## config.mk

```make
export PLATFORM = sky130hd
export DESIGN_NAME = mul_sequencer_flat
export DESIGN_NICKNAME = d
export VERILOG_FILES = /design/src/rtl/mul_sequencer_if.sv /design/src/rtl/mul_sequencer.sv /design/src/flat_wrapper.sv
export SDC_FILE = /design/constraint.sdc
export NUM_CORES = 1
export LEC_CHECK = 0
export CAP_MARGIN = 20
export CORE_AREA = 2 2 169 171
export DETAILED_ROUTE_END_ITERATION = 8
export DIE_AREA = 0 0 171 173
export PLACE_DENSITY = 0.79
export SLEW_MARGIN = 30
export SYNTH_ARGS = -nofsm -noshare
export SYNTH_HDL_FRONTEND = slang
export SYNTH_SLANG_ARGS = --single-unit
```

## constraint.sdc

```tcl
create_clock -name CLK -period 6.2 [get_ports CLK]
set_clock_uncertainty 0.2 [all_clocks]
set_input_delay 1.24 -clock CLK [delete_from_list [all_inputs] [get_ports CLK]]
set_output_delay 1.24 -clock CLK [all_outputs]
set_load 0.01 [all_outputs]
```

## src/rtl/mul_sequencer_if.sv

```systemverilog
// Request/response bundle between the execute-stage control and the multi-cycle multiplier.
interface mul_sequencer_if #(
    parameter int WIDTH = 32
);
    logic             Start;
    logic             MCycleOp;
    logic [WIDTH-1:0] Operand1;
    logic [WIDTH-1:0] Operand2;
    logic [WIDTH-1:0] Result1;
    logic [WIDTH-1:0] Result2;
    logic             Busy;
    logic             Done;

    modport master (
        output Start, MCycleOp, Operand1, Operand2,
        input  Result1, Result2, Busy, Done
    );

    modport slave (
        input  Start, MCycleOp, Operand1, Operand2,
        output Result1, Result2, Busy, Done
    );
endinterface

```

## src/rtl/mul_sequencer.sv

```systemverilog
// Radix-2 shift-add multiplier (UMUL/SMUL) with stall and done handshake.
// Optional MUL_EARLY_TERM_EN: finish as soon as the remaining multiplier bits are all zero.
module mul_sequencer #(
    parameter int WIDTH = 32
) (
    input  logic           CLK,
    input  logic           RESET,
    mul_sequencer_if.slave mb
);
    localparam int CNT_W = (WIDTH > 1) ? $clog2(WIDTH) : 1;
    localparam logic [CNT_W-1:0] LAST_CNT = CNT_W'(WIDTH - 1);

    typedef enum logic [1:0] {
        S_IDLE,
        S_COMPUTE,
        S_DONE
    } state_e;

    state_e               state_q, state_d;
    logic [2*WIDTH-1:0]   mcand_q, mcand_d;
    logic [2*WIDTH-1:0]   acc_q, acc_d;
    logic [2*WIDTH-1:0]   res_q, res_d;
    logic [WIDTH-1:0]     mplier_q, mplier_d;
    logic [CNT_W-1:0]     cnt_q, cnt_d;
    logic                 neg_q, neg_d;
    logic [2*WIDTH-1:0]   sum;
    logic                 last_iter;

    function automatic logic [WIDTH-1:0] magnitude(input logic [WIDTH-1:0] v, input logic is_signed);
        logic signed [WIDTH-1:0] sv;
        sv = v;
        // The most negative value negates to itself, which is its correct unsigned magnitude.
        return (is_signed && sv < 0) ? WIDTH'(-sv) : v;
    endfunction

    function automatic logic [2*WIDTH-1:0] apply_sign(input logic [2*WIDTH-1:0] p, input logic neg);
        return neg ? (~p + 1'b1) : p;
    endfunction

    assign sum = acc_q + (mplier_q[0] ? mcand_q : '0);

`ifdef MUL_EARLY_TERM_EN
    assign last_iter = (cnt_q == LAST_CNT) || (mplier_q[WIDTH-1:1] == '0);
`else
    assign last_iter = (cnt_q == LAST_CNT);
`endif

    // State register
    always_ff @(posedge CLK) begin
        if (RESET) state_q <= S_IDLE;
        else       state_q <= state_d;
    end

    // Next-state logic
    always_comb begin
        state_d = state_q;
        unique case (state_q)
            S_IDLE:    if (mb.Start) state_d = S_COMPUTE;
            S_COMPUTE: if (last_iter) state_d = S_DONE;
            S_DONE:    state_d = S_IDLE;
            default:   state_d = S_IDLE;
        endcase
    end

    // Output logic
    always_comb begin
        mb.Busy = 1'b0;
        mb.Done = 1'b0;
        unique case (state_q)
            S_IDLE:    mb.Busy = mb.Start;
            S_COMPUTE: mb.Busy = 1'b1;
            S_DONE:    mb.Done = 1'b1;
            default:   ;
        endcase
    end

    // Datapath next-state
    always_comb begin
        mcand_d  = mcand_q;
        mplier_d = mplier_q;
        acc_d    = acc_q;
        cnt_d    = cnt_q;
        neg_d    = neg_q;
        res_d    = res_q;
        unique case (state_q)
            S_IDLE: begin
                if (mb.Start) begin
                    mcand_d  = {{WIDTH{1'b0}}, magnitude(mb.Operand1, mb.MCycleOp)};
                    mplier_d = magnitude(mb.Operand2, mb.MCycleOp);
                    neg_d    = mb.MCycleOp & (mb.Operand1[WIDTH-1] ^ mb.Operand2[WIDTH-1]);
                    acc_d    = '0;
                    cnt_d    = '0;
                end
            end
            S_COMPUTE: begin
                acc_d    = sum;
                mcand_d  = mcand_q << 1;
                mplier_d = mplier_q >> 1;
                cnt_d    = cnt_q + 1'b1;
                if (last_iter) res_d = apply_sign(sum, neg_q);
            end
            default: ;
        endcase
    end

    // Datapath registers; an abandoned operation leaves zeroed results
    always_ff @(posedge CLK) begin
        if (RESET) begin
            mcand_q  <= '0;
            mplier_q <= '0;
            acc_q    <= '0;
            cnt_q    <= '0;
            neg_q    <= 1'b0;
            res_q    <= '0;
        end else begin
            mcand_q  <= mcand_d;
            mplier_q <= mplier_d;
            acc_q    <= acc_d;
            cnt_q    <= cnt_d;
            neg_q    <= neg_d;
            res_q    <= res_d;
        end
    end

    assign mb.Result1 = res_q[WIDTH-1:0];
    assign mb.Result2 = res_q[2*WIDTH-1:WIDTH];

endmodule

```

## src/flat_wrapper.sv

```systemverilog
// flat-port wrapper written by rule: the top's interface ports become plain ports
module mul_sequencer_flat 
#(
    parameter int WIDTH = 32
)
  (CLK, RESET, mb_Start, mb_MCycleOp, mb_Operand1, mb_Operand2, mb_Result1, mb_Result2, mb_Busy, mb_Done);
  mul_sequencer_if #(.WIDTH(WIDTH)) mb_i ();
  input  logic CLK;
  input  logic RESET;
  input wire logic [$bits(mb_i.Start)-1:0] mb_Start;
  input wire logic [$bits(mb_i.MCycleOp)-1:0] mb_MCycleOp;
  input wire logic [$bits(mb_i.Operand1)-1:0] mb_Operand1;
  input wire logic [$bits(mb_i.Operand2)-1:0] mb_Operand2;
  output wire logic [$bits(mb_i.Result1)-1:0] mb_Result1;
  output wire logic [$bits(mb_i.Result2)-1:0] mb_Result2;
  output wire logic [$bits(mb_i.Busy)-1:0] mb_Busy;
  output wire logic [$bits(mb_i.Done)-1:0] mb_Done;
  assign mb_i.Start = mb_Start;
  assign mb_i.MCycleOp = mb_MCycleOp;
  assign mb_i.Operand1 = mb_Operand1;
  assign mb_i.Operand2 = mb_Operand2;
  assign mb_Result1 = mb_i.Result1;
  assign mb_Result2 = mb_i.Result2;
  assign mb_Busy = mb_i.Busy;
  assign mb_Done = mb_i.Done;
  mul_sequencer #(.WIDTH(WIDTH)) u_core (.CLK(CLK), .RESET(RESET), .mb(mb_i));
endmodule
```

==> run summary <==
Min-delay src = u_core.res_q[0]
Synth cell count leaders = nand2_1 (288), a21oi_1 (271), dfxtp_1 (232)
CP Class = flop to flop
Hold path depth = 2
Gate power share = 14.5%
FP Rows = 61
Worst skew pair latency = 0.55 ns
Count leader, synth = nand2_1
Main area contributors after synthesis = dfxtp_1 (28%), a21oi_1 (8.3%), nand2_1 (6.6%)
Fillers = 2415
Vias/cell = 6.40
Crit. End Element = flop
Largest net degree at the start of global routing = 107
Hold Path End = u_core.res_q[0]
Min cycle time layout = 5.78 ns
GRT Total Usage = 33.9%
Max Fclk = 173 MHz
Area grow syn2layout = 14.4%
Post-synthesis cell count = 2250
Worst-margin pin slew = 0.947 ns
Share of power burned in the clock network = 41.6%
Peak VDD IR = 0.000232 V
Die ar. = 29600 µm²
Clock sink count = 232
CP max FO = 14
GRT overflow = 0
Worst r2r src = u_core.mplier_q[0]
Required time worst endpoint = 6.47 ns
Period utilization = 93.2%
First-pass DRT Iterations = 7
Warnings, synthesis = 0
Leakage = 7.05 nW
Initial antenna violation count = 1
Post-synthesis register bit count = 232
Critical-path top delay cell = or4b_2
Min-delay worst type = flop to flop
Max_cap viols = 0
Clk buf depth = 3
R2R Setup Slk = 0.42 ns
WL/cell = 19.2 µm
Switching Power = 0.000990 W
Post-Route WL = 51800 µm
Root buffer cell = clkbuf_16
Cts repair resizes = 0
CTS clk-pin slew, worst paths = 0.06 ns
Final nets = 2437
Post-synth EDFFs = 0
Dpl cells = 2650
Syn nets = 2387
Asr flop ratio synth = 0%
Antenna Nets Post-Route = 0
FF-to-FF path depth = 16
Post-Route Setup TNS = 0 ns
Sequential share of the synthesized area = 28.3%
Critical path startpoint category = flop
Final Max Tran Viols = 0
Hold Fails Final Rpt = 0
Switching share of power = 27.9%
P_int = 0.00256 W
Synth cell types = 96
RSZ-0062 raised after global routing = false
Sequential power share = 43.9%
DR iter-0 viols = 1741
Vias in the first global route = 15641
Cell Area, Synth = 16400 µm²
First-pass GRT wire length = 81600 µm
Power Density = 189 nW/µm²
Syn avg cell area = 7.30 µm²
Post-DP HPWL = 39100 µm
Post CTS Setup Buffer Count = 0
R2r endpoint = u_core.res_q[62]
Port Buffers = 133
Synth Flop Type = dfxtp_1
Critical Path AT = 6.05 ns
Status = finished clean
Io pins = 134
H-Tree Depth = 1
Starting Density = 59.5%
Largest area contributor in the netlist = dfxtp_1
Synth top area share = 28.3%
Hold-fix buffers at CTS = 0
Die width = 171 µm
Antenna cells = 0
Area of the core = 27600 µm²
Final Wtd Congestion = 0.991
Cts bufs inserted = 25
DRC errors left = 0
Slew HR = 36.8%
Final setup violation count = 0
Clock tree from TritonCTS = yes
Largest stage delay, worst path = 0.70 ns
Detailed-route via count = 17247
Non-filler cells, final = 2695
Critical-path cell list = and2_1 > ha_1 > inv_1 > fa_1 > nand2b_1 > a211oi_2 > o31ai_4 > a211oi_1 > o21ai_0 > xor2_1 > or4b_2 > nand4bb_1 > or3_4 > nor3_2 > mux2_2 > a31oi_1
Die height = 173 µm
Share of layout cells above drive strength 1 = 5.44%
[cell type report]
type | count | area (µm²) | area share, %
Clock buffer | 34 | 709 | 3.77
Clock inverter | 10 | 92.6 | 0.492
Inverter | 25 | 93.8 | 0.499
Multi-Input combinational cell | 1845 | 11200 | 59.3
Sequential cell | 232 | 4640 | 24.7
Tap cell | 378 | 473 | 2.52
Timing Repair Buffer | 171 | 1640 | 8.71
[layout by cell type (no fill, tap or decap), types with 78 or more instances in the layout]
master	count
nand2_1	287
nor2_1	217
dfxtp_1	232
clkdlybuf4s50_1	132
nand3_1	104
o21ai_0	112
a21oi_1	271
xor2_1	82
and2_1	78
[stage by stage]
| step | hold WS, ns | power, W | setup WS [ns] | instance area, µm² | util, % |
|---|---|---|---|---|---|
| 2_1_floorplan | 0.232 | 0.00192 | 0.889 | 16400 | - |
| 3_3_place_gp | 0.245 | 0.00208 | 0.716 | 18000 | 65.0 |
| 3_5_place_dp | 0.252 | 0.00209 | 0.515 | 18000 | 65.0 |
| 4_1_cts | 0.260 | 0.00355 | 0.526 | 18800 | 68.0 |
| 5_1_grt | 0.274 | 0.00367 | 0.114 | 18800 | 68.1 |
| 6_report | 0.258 | 0.00355 | 0.422 | 18800 | 68.1 |
[how the worst max path moves through the flow]
| stage | from | endpoint | depth (start not counted) |
|---|---|---|---|
| after CTS | u_core.mplier_q[0] | u_core.res_q[62] | 16 |
| after global routing | u_core.mplier_q[0] | u_core.res_q[62] | 16 |
| after global placement | u_core.mplier_q[0] | u_core.res_q[62] | 16 |
| after floorplan | u_core.mplier_q[0] | u_core.res_q[55] | 19 |
| final | u_core.mplier_q[0] | u_core.res_q[62] | 16 |
| after detailed placement | u_core.mplier_q[0] | u_core.res_q[62] | 16 |
[routing by layer]
layer | GRT usage [%] | part of all wire, % | wire length (µm) | up-vias
li1 | - | - | - | 8261
met1 | 50.2 | 45 | 23200 | 8038
met3 | 7.10 | 12 | 6040 | 74
met5 | 0 | 0 | 0 | -
met4 | 7.24 | 1.9 | 1000 | 0
met2 | 50.3 | 42 | 21600 | 874
[flip-flops by register name, indices dropped and copies added (netlist names)]
register / cells
u_core.mcand_q: 64
u_core.res_q: 64
u_core.acc_q: 64
u_core.mplier_q: 32
u_core.cnt_q: 5
u_core.state_q: 2
u_core.neg_q: 1
[worst max-delay path, delay by kind of cell (launching register included)]
family          cells  cell delay [ns]
flops               1             0.55
compound gates      5             1.38
simple gates        6             2.27
xor+xnor            1             0.21
fa+ha+maj           2             0.63
mux                 1             0.39
buf+inv             1             0.07
[power by group through the flow]
stage / Combinational (W) / Sequential, W / Clock (W)
global placement: 0.000493 / 0.00159 / 0
CTS: 0.000507 / 0.00156 / 0.00149
global route: 0.000560 / 0.00156 / 0.00155
finish: 0.000515 / 0.00156 / 0.00148
detailed placement: 0.000505 / 0.00159 / 0
floorplan: 0.000348 / 0.00158 / 0
[cell families (layout without fill, tap and decap cells)]
group	count (synthesis)	in the layout	synth area share (%)
fa+ha+maj	69	69	5.30
mux	6	6	0.381
flops	232	232	28.3
compound gates	716	716	27.7
xor+xnor	145	145	7.78
buf+inv	173	240	4.12
simple gates	909	909	26.5
(Power assumes the default switching activity.)
